`config.mk`:
```
export PLATFORM = sky130hd
export DESIGN_NAME = alu_seq_ctrl_flat
export DESIGN_NICKNAME = d
export VERILOG_FILES = /design/src/rtl/alu_seq_ctrl_if.sv /design/src/rtl/alu_seq_ctrl.sv /design/src/flat_wrapper.sv
export SDC_FILE = /design/constraint.sdc
export NUM_CORES = 1
export LEC_CHECK = 0
export ABC_CLOCK_PERIOD_IN_PS = 4000
export CAP_MARGIN = 15
export CELL_PAD_IN_SITES_DETAIL_PLACEMENT = 1
export CELL_PAD_IN_SITES_GLOBAL_PLACEMENT = 2
export CORE_ASPECT_RATIO = 1.75
export CORE_MARGIN = 8
export CORE_UTILIZATION = 28
export CTS_CLUSTER_DIAMETER = 200
export DETAILED_ROUTE_END_ITERATION = 12
export PLACE_DENSITY = 0.85
export SLEW_MARGIN = 30
export SYNTH_ARGS = -nofsm -noshare
export SYNTH_HDL_FRONTEND = slang
export SYNTH_SLANG_ARGS = --single-unit
export TNS_END_PERCENT = 20
```
`constraint.sdc`:
```
create_clock -name CLK -period 4 [get_ports CLK]
set_input_delay 0.8 -clock CLK [delete_from_list [all_inputs] [get_ports CLK]]
set_output_delay 0.8 -clock CLK [all_outputs]
set_load 0.05 [all_outputs]
```
`src/rtl/alu_seq_ctrl_if.sv`:
```
`default_nettype none
// ============================================================================
//  Module      : alu_seq_ctrl_if
//  Description : Bundle between the ALU program sequencer and its environment.
//                Carries the Start/Ack handshake, the instruction-ROM port, the
//                decoded ALU fields and register-file controls, the ALU
//                branch feedback, and the run statistics.
//                master = sequencer side, slave = environment/datapath side.
//  Revision    : 1.0  initial release
// ============================================================================
interface alu_seq_ctrl_if #(
   parameter int PC_W = 8
);
   logic            Start;        // level run request
   logic            Ack;          // program finished, held until Start drops
   logic [PC_W-1:0] imem_addr;    // instruction ROM address (= PC)
   logic [8:0]      imem_data;    // ROM data, one cycle after imem_addr
   logic [3:0]      alu_op;       // IR[8:5]
   logic            alu_t;        // IR[4]
   logic [4:0]      alu_immi;     // IR[4:0]
   logic [3:0]      alu_immx;     // IR[3:0]
   logic [3:0]      rf_raddr;     // rs select, IR[3:0]
   logic            rf_we;        // register write enable
   logic [3:0]      rf_waddr;     // write destination
   logic [7:0]      alu_out;      // ALU result (datapath-routed)
   logic [3:0]      alu_boffset;  // branch offset magnitude
   logic            alu_bsign;    // branch direction, 1 = backward
   logic [15:0]     instr_count;  // retired instructions, saturating
   logic            timeout;      // run ended by watchdog

   modport master (
      input  Start, imem_data, alu_out, alu_boffset, alu_bsign,
      output Ack, imem_addr, alu_op, alu_t, alu_immi, alu_immx,
             rf_raddr, rf_we, rf_waddr, instr_count, timeout
   );

   modport slave (
      output Start, imem_data, alu_out, alu_boffset, alu_bsign,
      input  Ack, imem_addr, alu_op, alu_t, alu_immi, alu_immx,
             rf_raddr, rf_we, rf_waddr, instr_count, timeout
   );
endinterface
`default_nettype wire

```
`src/rtl/alu_seq_ctrl.sv`:
```
`default_nettype none
// ============================================================================
//  Module      : alu_seq_ctrl
//  Description : Multi-cycle program sequencer for the accumulator ALU.
//                Fetches 9-bit instructions from a registered ROM, decodes
//                them into ALU fields and register-file controls, and updates
//                the PC from the ALU branch feedback. Each instruction takes
//                FETCH -> DECODE -> EXEC (3 cycles). A halt word or the
//                retired-instruction watchdog ends the run in DONE (Ack=1).
//  Ports       : CLK, Reset (sync, active-high)
//                bus (alu_seq_ctrl_if.master): Start/Ack handshake, imem port,
//                ALU fields, rf_raddr/rf_we/rf_waddr, ALU branch inputs,
//                instr_count and timeout status.
//  Revision    : 1.0  initial release
// ============================================================================
module alu_seq_ctrl #(
   parameter int         PC_W      = 8,
   parameter int         MAX_INSTR = 4096,
   parameter logic [8:0] HALT_WORD = 9'h1FF
) (
   input  wire logic        CLK,
   input  wire logic        Reset,
   alu_seq_ctrl_if.master   bus
);

   // Opcode mnemonics used by the controller (shared ALU opcode map)
   localparam logic [3:0]  kLRS          = 4'h8;
   localparam logic [3:0]  kGST          = 4'h9;
   localparam logic [3:0]  kBRC          = 4'hC;
   localparam logic [15:0] c_max_instr   = 16'(MAX_INSTR);
   localparam logic [15:0] c_count_sat   = 16'hFFFF;

   typedef enum logic [2:0] {
      S_IDLE   = 3'd0,
      S_FETCH  = 3'd1,
      S_DECODE = 3'd2,
      S_EXEC   = 3'd3,
      S_DONE   = 3'd4
   } state_t;

   state_t          r_state;
   state_t          w_state_nxt;
   logic [PC_W-1:0] r_pc;
   logic [PC_W-1:0] w_pc_nxt;
   logic [8:0]      r_ir;
   logic [8:0]      w_ir_nxt;
   logic [15:0]     r_count;
   logic [15:0]     w_count_nxt;
   logic [15:0]     w_count_inc;
   logic            r_timeout;
   logic            w_timeout_nxt;
   logic [3:0]      w_op;
   logic            w_exec;
   logic            w_we;
   logic            w_unused_alu_out;

   // ALU result is routed by the datapath; the sequencer does not consume it
   assign w_unused_alu_out = ^bus.alu_out;

   assign w_op        = r_ir[8:5];
   assign w_exec      = (r_state == S_EXEC);
   assign w_count_inc = (r_count == c_count_sat) ? r_count : r_count + 16'd1;

   // ------------------------------------------------------------------
   // State and datapath registers
   // ------------------------------------------------------------------
   always_ff @(posedge CLK) begin
      if (Reset) begin
         r_state   <= S_IDLE;
         r_pc      <= '0;
         r_ir      <= '0;
         r_count   <= '0;
         r_timeout <= 1'b0;
      end else begin
         r_state   <= w_state_nxt;
         r_pc      <= w_pc_nxt;
         r_ir      <= w_ir_nxt;
         r_count   <= w_count_nxt;
         r_timeout <= w_timeout_nxt;
      end
   end

   // ------------------------------------------------------------------
   // Next-state and next-value logic
   // ------------------------------------------------------------------
   always_comb begin
      w_state_nxt   = r_state;
      w_pc_nxt      = r_pc;
      w_ir_nxt      = r_ir;
      w_count_nxt   = r_count;
      w_timeout_nxt = r_timeout;

      case (r_state)
         S_IDLE: begin
            if (bus.Start) begin
               w_pc_nxt      = '0;
               w_count_nxt   = '0;
               w_timeout_nxt = 1'b0;
               w_state_nxt   = S_FETCH;
            end
         end

         // ROM address is presented this cycle; data arrives next cycle
         S_FETCH: begin
            w_state_nxt = S_DECODE;
         end

         // Halt is latched into IR but not retired, so PC and count stay put
         S_DECODE: begin
            w_ir_nxt    = bus.imem_data;
            w_state_nxt = (bus.imem_data == HALT_WORD) ? S_DONE : S_EXEC;
         end

         S_EXEC: begin
            if (w_op == kBRC) begin
               // Offset is zero-extended; wrap-around is intentional
               if (bus.alu_bsign)
                  w_pc_nxt = r_pc - PC_W'(bus.alu_boffset);
               else
                  w_pc_nxt = r_pc + PC_W'(bus.alu_boffset);
            end else begin
               w_pc_nxt = r_pc + PC_W'(1);
            end
            w_count_nxt = w_count_inc;
            if (w_count_inc == c_max_instr) begin
               w_timeout_nxt = 1'b1;
               w_state_nxt   = S_DONE;
            end else begin
               w_state_nxt   = S_FETCH;
            end
         end

         // No auto-restart: Start must be released before a new run
         S_DONE: begin
            if (!bus.Start)
               w_state_nxt = S_IDLE;
         end

         default: begin
            w_state_nxt = S_IDLE;
         end
      endcase
   end

   // ------------------------------------------------------------------
   // Outputs: decoded from state and IR only
   // ------------------------------------------------------------------
   assign w_we = w_exec && (w_op != kBRC);

   assign bus.imem_addr   = r_pc;
   assign bus.alu_op      = w_op;
   assign bus.alu_t       = r_ir[4];
   assign bus.alu_immi    = r_ir[4:0];
   assign bus.alu_immx    = r_ir[3:0];
   assign bus.rf_raddr    = r_ir[3:0];
   assign bus.rf_we       = w_we;
   // Only load-register and global-store-with-T target rs; all else hits r0
   assign bus.rf_waddr    = (w_we && ((w_op == kLRS) || ((w_op == kGST) && r_ir[4])))
                            ? r_ir[3:0] : 4'h0;
   assign bus.Ack         = (r_state == S_DONE);
   assign bus.instr_count = r_count;
   assign bus.timeout     = r_timeout;

endmodule
`default_nettype wire

```
`src/flat_wrapper.sv`:
```
// flat-port wrapper written by rule: the top's interface ports become plain ports
module alu_seq_ctrl_flat 
#(
   parameter int         PC_W      = 8,
   parameter int         MAX_INSTR = 4096,
   parameter logic [8:0] HALT_WORD = 9'h1FF
)
  (CLK, Reset, bus_Start, bus_imem_data, bus_alu_out, bus_alu_boffset, bus_alu_bsign, bus_Ack, bus_imem_addr, bus_alu_op, bus_alu_t, bus_alu_immi, bus_alu_immx, bus_rf_raddr, bus_rf_we, bus_rf_waddr, bus_instr_count, bus_timeout);
  alu_seq_ctrl_if #(.PC_W(PC_W)) bus_i ();
  input  wire logic CLK;
  input  wire logic Reset;
  input wire logic [$bits(bus_i.Start)-1:0] bus_Start;
  input wire logic [$bits(bus_i.imem_data)-1:0] bus_imem_data;
  input wire logic [$bits(bus_i.alu_out)-1:0] bus_alu_out;
  input wire logic [$bits(bus_i.alu_boffset)-1:0] bus_alu_boffset;
  input wire logic [$bits(bus_i.alu_bsign)-1:0] bus_alu_bsign;
  output wire logic [$bits(bus_i.Ack)-1:0] bus_Ack;
  output wire logic [$bits(bus_i.imem_addr)-1:0] bus_imem_addr;
  output wire logic [$bits(bus_i.alu_op)-1:0] bus_alu_op;
  output wire logic [$bits(bus_i.alu_t)-1:0] bus_alu_t;
  output wire logic [$bits(bus_i.alu_immi)-1:0] bus_alu_immi;
  output wire logic [$bits(bus_i.alu_immx)-1:0] bus_alu_immx;
  output wire logic [$bits(bus_i.rf_raddr)-1:0] bus_rf_raddr;
  output wire logic [$bits(bus_i.rf_we)-1:0] bus_rf_we;
  output wire logic [$bits(bus_i.rf_waddr)-1:0] bus_rf_waddr;
  output wire logic [$bits(bus_i.instr_count)-1:0] bus_instr_count;
  output wire logic [$bits(bus_i.timeout)-1:0] bus_timeout;
  assign bus_i.Start = bus_Start;
  assign bus_i.imem_data = bus_imem_data;
  assign bus_i.alu_out = bus_alu_out;
  assign bus_i.alu_boffset = bus_alu_boffset;
  assign bus_i.alu_bsign = bus_alu_bsign;
  assign bus_Ack = bus_i.Ack;
  assign bus_imem_addr = bus_i.imem_addr;
  assign bus_alu_op = bus_i.alu_op;
  assign bus_alu_t = bus_i.alu_t;
  assign bus_alu_immi = bus_i.alu_immi;
  assign bus_alu_immx = bus_i.alu_immx;
  assign bus_rf_raddr = bus_i.rf_raddr;
  assign bus_rf_we = bus_i.rf_we;
  assign bus_rf_waddr = bus_i.rf_waddr;
  assign bus_instr_count = bus_i.instr_count;
  assign bus_timeout = bus_i.timeout;
  alu_seq_ctrl #(.PC_W(PC_W), .MAX_INSTR(MAX_INSTR), .HALT_WORD(HALT_WORD)) u_core (.CLK(CLK), .Reset(Reset), .bus(bus_i));
endmodule
```
==> results of run 1 <==
-- placed cells by master, fill, tap and decap left out, types with 4 or more instances in the layout --
cell type,count
clkdlybuf4s50_1,65
nor2_1,42
nand2_1,41
dfxtp_1,37
a21oi_1,35
o21ai_0,15
inv_1,10
ha_1,10
nor3_1,9
nand4_1,9
nand3_1,7
and2_1,6
nand2b_1,5
xor2_1,5
a22oi_1,5
clkbuf_16,5
or2_2,4
nor2b_1,4
a211oi_1,4
nand3b_1,4
nor4_1,4
buf_4,4
-- sequential cells by signal, summed over array words and instances, names as in the netlist --
register                cells
u_core.bus.imem_addr        8
u_core.bus.instr_count     16
u_core.bus.timeout          1
u_core.r_ir                 9
u_core.r_state              3
-- final cells by class --
cell class / instances / area, um2
timing repair buffer: 69 / 681
fill: 1140 / 5640
inverter: 10 / 37.5
tap: 120 / 150
sequential: 37 / 741
clock buffer: 5 / 125
multi-input combinational: 261 / 1590
clock inverter: 3 / 22.5
-- stage by stage --
stage	util [%]	hold WS [ps]	cell area, um2
after floorplan	-	558	2560
after global placement	35.5	452	3190
after CTS	37.2	474	3340
after global routing	37.2	503	3340
after detailed placement	35.5	460	3190
final	37.2	465	3340
-- report_power, final --
group | switching (mW) | internal, mW
registers | 0.0109 | 0.378
logic | 0.115 | 0.0609
clock network | 0.172 | 0.232
-- kinds of logic after synthesis --
kind of cell    after synthesis  share of synthesized area (%)
buf+inv                      40                           9.34
fa+ha+maj                    11                           5.67
mux                           4                           1.66
flops                        37                           28.9
xor+xnor                      7                           2.40
simple gates                156                           31.7
compound gates               83                           20.2
-- worst min path at each step --
stage / end / slack, ps / startpoint / cells after the start
floorplan: u_core.r_state[1]$_SDFFE_PP0P_ / 560 / u_core.r_state[2]$_SDFFE_PP0P_ / 2
global placement: u_core.r_ir[6]$_SDFFE_PP0N_ / 450 / u_core.r_ir[6]$_SDFFE_PP0N_ / 2
detailed placement: u_core.bus.timeout$_SDFFE_PP0P_ / 460 / u_core.bus.timeout$_SDFFE_PP0P_ / 1
CTS: u_core.bus.timeout$_SDFFE_PP0P_ / 470 / u_core.bus.timeout$_SDFFE_PP0P_ / 1
global route: u_core.r_ir[8]$_SDFFE_PP0N_ / 500 / u_core.r_ir[8]$_SDFFE_PP0N_ / 2
finish: u_core.bus.timeout$_SDFFE_PP0P_ / 470 / u_core.bus.timeout$_SDFFE_PP0P_ / 1
-- critical path: stages (launching register included) --
cell	delay, ps
dfxtp_1	410
nand2_1	170
or2_2	330
a2111oi_0	400
buf_4	200
and2_1	120
clkdlybuf4s50_1	800
-- per-layer routing --
metal / routed length, um / share of wire (%) / global-route usage, %
met5: 0 / 0 / 0
met4: 218 / 2.6 / 6.55
met3: 359 / 4.2 / 2.89
met2: 4910 / 57 / 27.8
met1: 3060 / 36 / 12.6
==> flow_summary_export.csv, run 1 <==
group,metric,value,unit
status,outcome,"finished clean",
yosys,synth_common_cells,"43 x nor2_1, 41 x nand2_1, 37 x dfxtp_1, 35 x a21oi_1, 15 x o21ai_0",
placement,io_buffers,65,
pwr,ir_drop,140,uV
layout,antenna_cells,0,
yosys,synth_top_cell_by_area,"dfxtp_1",
critical_path,cp.required,3200,ps
yosys,yosys.area.top_type_share,28.9,%
clock_tree,clockRootBuffer,"clkbuf_16",
timing,setup_slack,474,ps
critical_path,cp-end-kind,"output pin",
critical_path,rrSetupSlack,1230,ps
clock_tree,clk_pin_slew,60,ps
clock_tree,post-cts-setup-buffers,0,
die,rows,46,
critical_path,crit_arrival,2730,ps
pwr,finalPower,0.969,mW
clock_tree,cts_tree,"done",
routing,drt_wl_total,8550,um
yosys,async_flop_share,0,%
clock_tree,htreeDepth,2,
die,die_y,142,um
timing,hold_viol_final,0,
clock_tree,numCtsBuffers,5,
yosys,ys_ff_latch,37,
timing,setup_viol,0,
routing,post-route-drc-count,0,
critical_path,worstSetupStartpoint,"u_core.r_state[1]$_SDFFE_PP0P_",
routing,via_per_inst,5.23,
layout,layout-drive-gt1-share,7.53,%
critical_path,reg2reg_depth,9,
routing,wire_per_inst,16.9,um
timing,tns,0,ps
grt,grt_max_degree,31,
die,die_area,0.0126,mm2
clock_tree,clkLatencyLatePin,290,ps
grt,grtUsageTotal,14.0,%
pwr,p_leak,1.17,nW
yosys,syn_area_per_cell,7.57,um2
layout,fin_nets,420,
yosys,ys_warn_count,0,
timing,max_freq,284,MHz
die,start_util,28.5,%
grt,grt_pass1_wl,13900,um
layout,area_growth,30.7,%
critical_path,cp_max_fo,6,
yosys,synth-edff-count,0,
timing,fin_crit,3530,ps
placement,hpwl,6510,um
yosys,ys.flop_type,"dfxtp_1",
placement,gp_congestion,0.794,
critical_path,reg2reg_to,"u_core.bus.imem_addr[7]$_SDFFE_PP0P_",
grt,antenna_found_initial,0,
clock_tree,hold_buffers,0,
yosys,ys_top_cells_by_area,"dfxtp_1 29%, a21oi_1 6.8%, nor2_1 6.3%, nand2_1 6.0%, ha_1 4.9%",
die,fp.dieW,88.3,um
routing,drtAntennaViolNets,0,
yosys,ys_seq_area_share,28.9,%
die,ios,74,
yosys,netlist-cell-type-count,58,
timing,finalCritPeriodShare,88.1,%
grt,grt_pass1_vias,2779,
layout,layoutNonFillerInstCount,505,
timing,maxSlewHeadroom,53.4,%
placement,post-place-ws,333,ps
routing,drt_iter0_markers,87,
timing,rsz0062_at_grt,"no",
clock_tree,cts_resized,0,
timing,fin_worst_skew,6.95,ps
clock_tree,cts_buffer_depth,2,
yosys,yosysMostFrequentCell,"nor2_1",
yosys,synth_nets,374,
die,core,0.00898,mm2
timing,tightest_slew,700,ps
routing,drt_pass1_iterations,4,
grt,gr-total-overflow,0,
run,cap_viol_max_count,0,
yosys,syn_area,0.00256,mm2
hold_path,hold_class,"register to register",
placement,numPlacedInstances,497,
critical_path,timing.rr.start,"u_core.r_ir[6]$_SDFFE_PP0N_",
critical_path,critPathCapture,"bus_rf_waddr[1]",
pwr,power.density,290,mW/mm2
clock_tree,clock_sinks,37,
timing,report.final.slew_viol_count,0,
critical_path,path_class,"register to output pin",
yosys,synthCells,338,
critical_path,cp-start-kind,"register",
routing,num_vias,2640,
No activity file was read; power rests on OpenSTA's default activity.
==> run 2, diff against run 1 <==
--- a/config.mk
+++ b/config.mk
@@ -12,7 +12,7 @@
 export CORE_ASPECT_RATIO = 1.75
 export CORE_MARGIN = 8
 export CORE_UTILIZATION = 28
-export CTS_CLUSTER_DIAMETER = 200
+export CTS_CLUSTER_DIAMETER = 30
 export DETAILED_ROUTE_END_ITERATION = 12
 export PLACE_DENSITY = 0.85
 export SLEW_MARGIN = 30
==> results of run 2 <==
Final layout, timing and power as in run 1 (identical DEF).
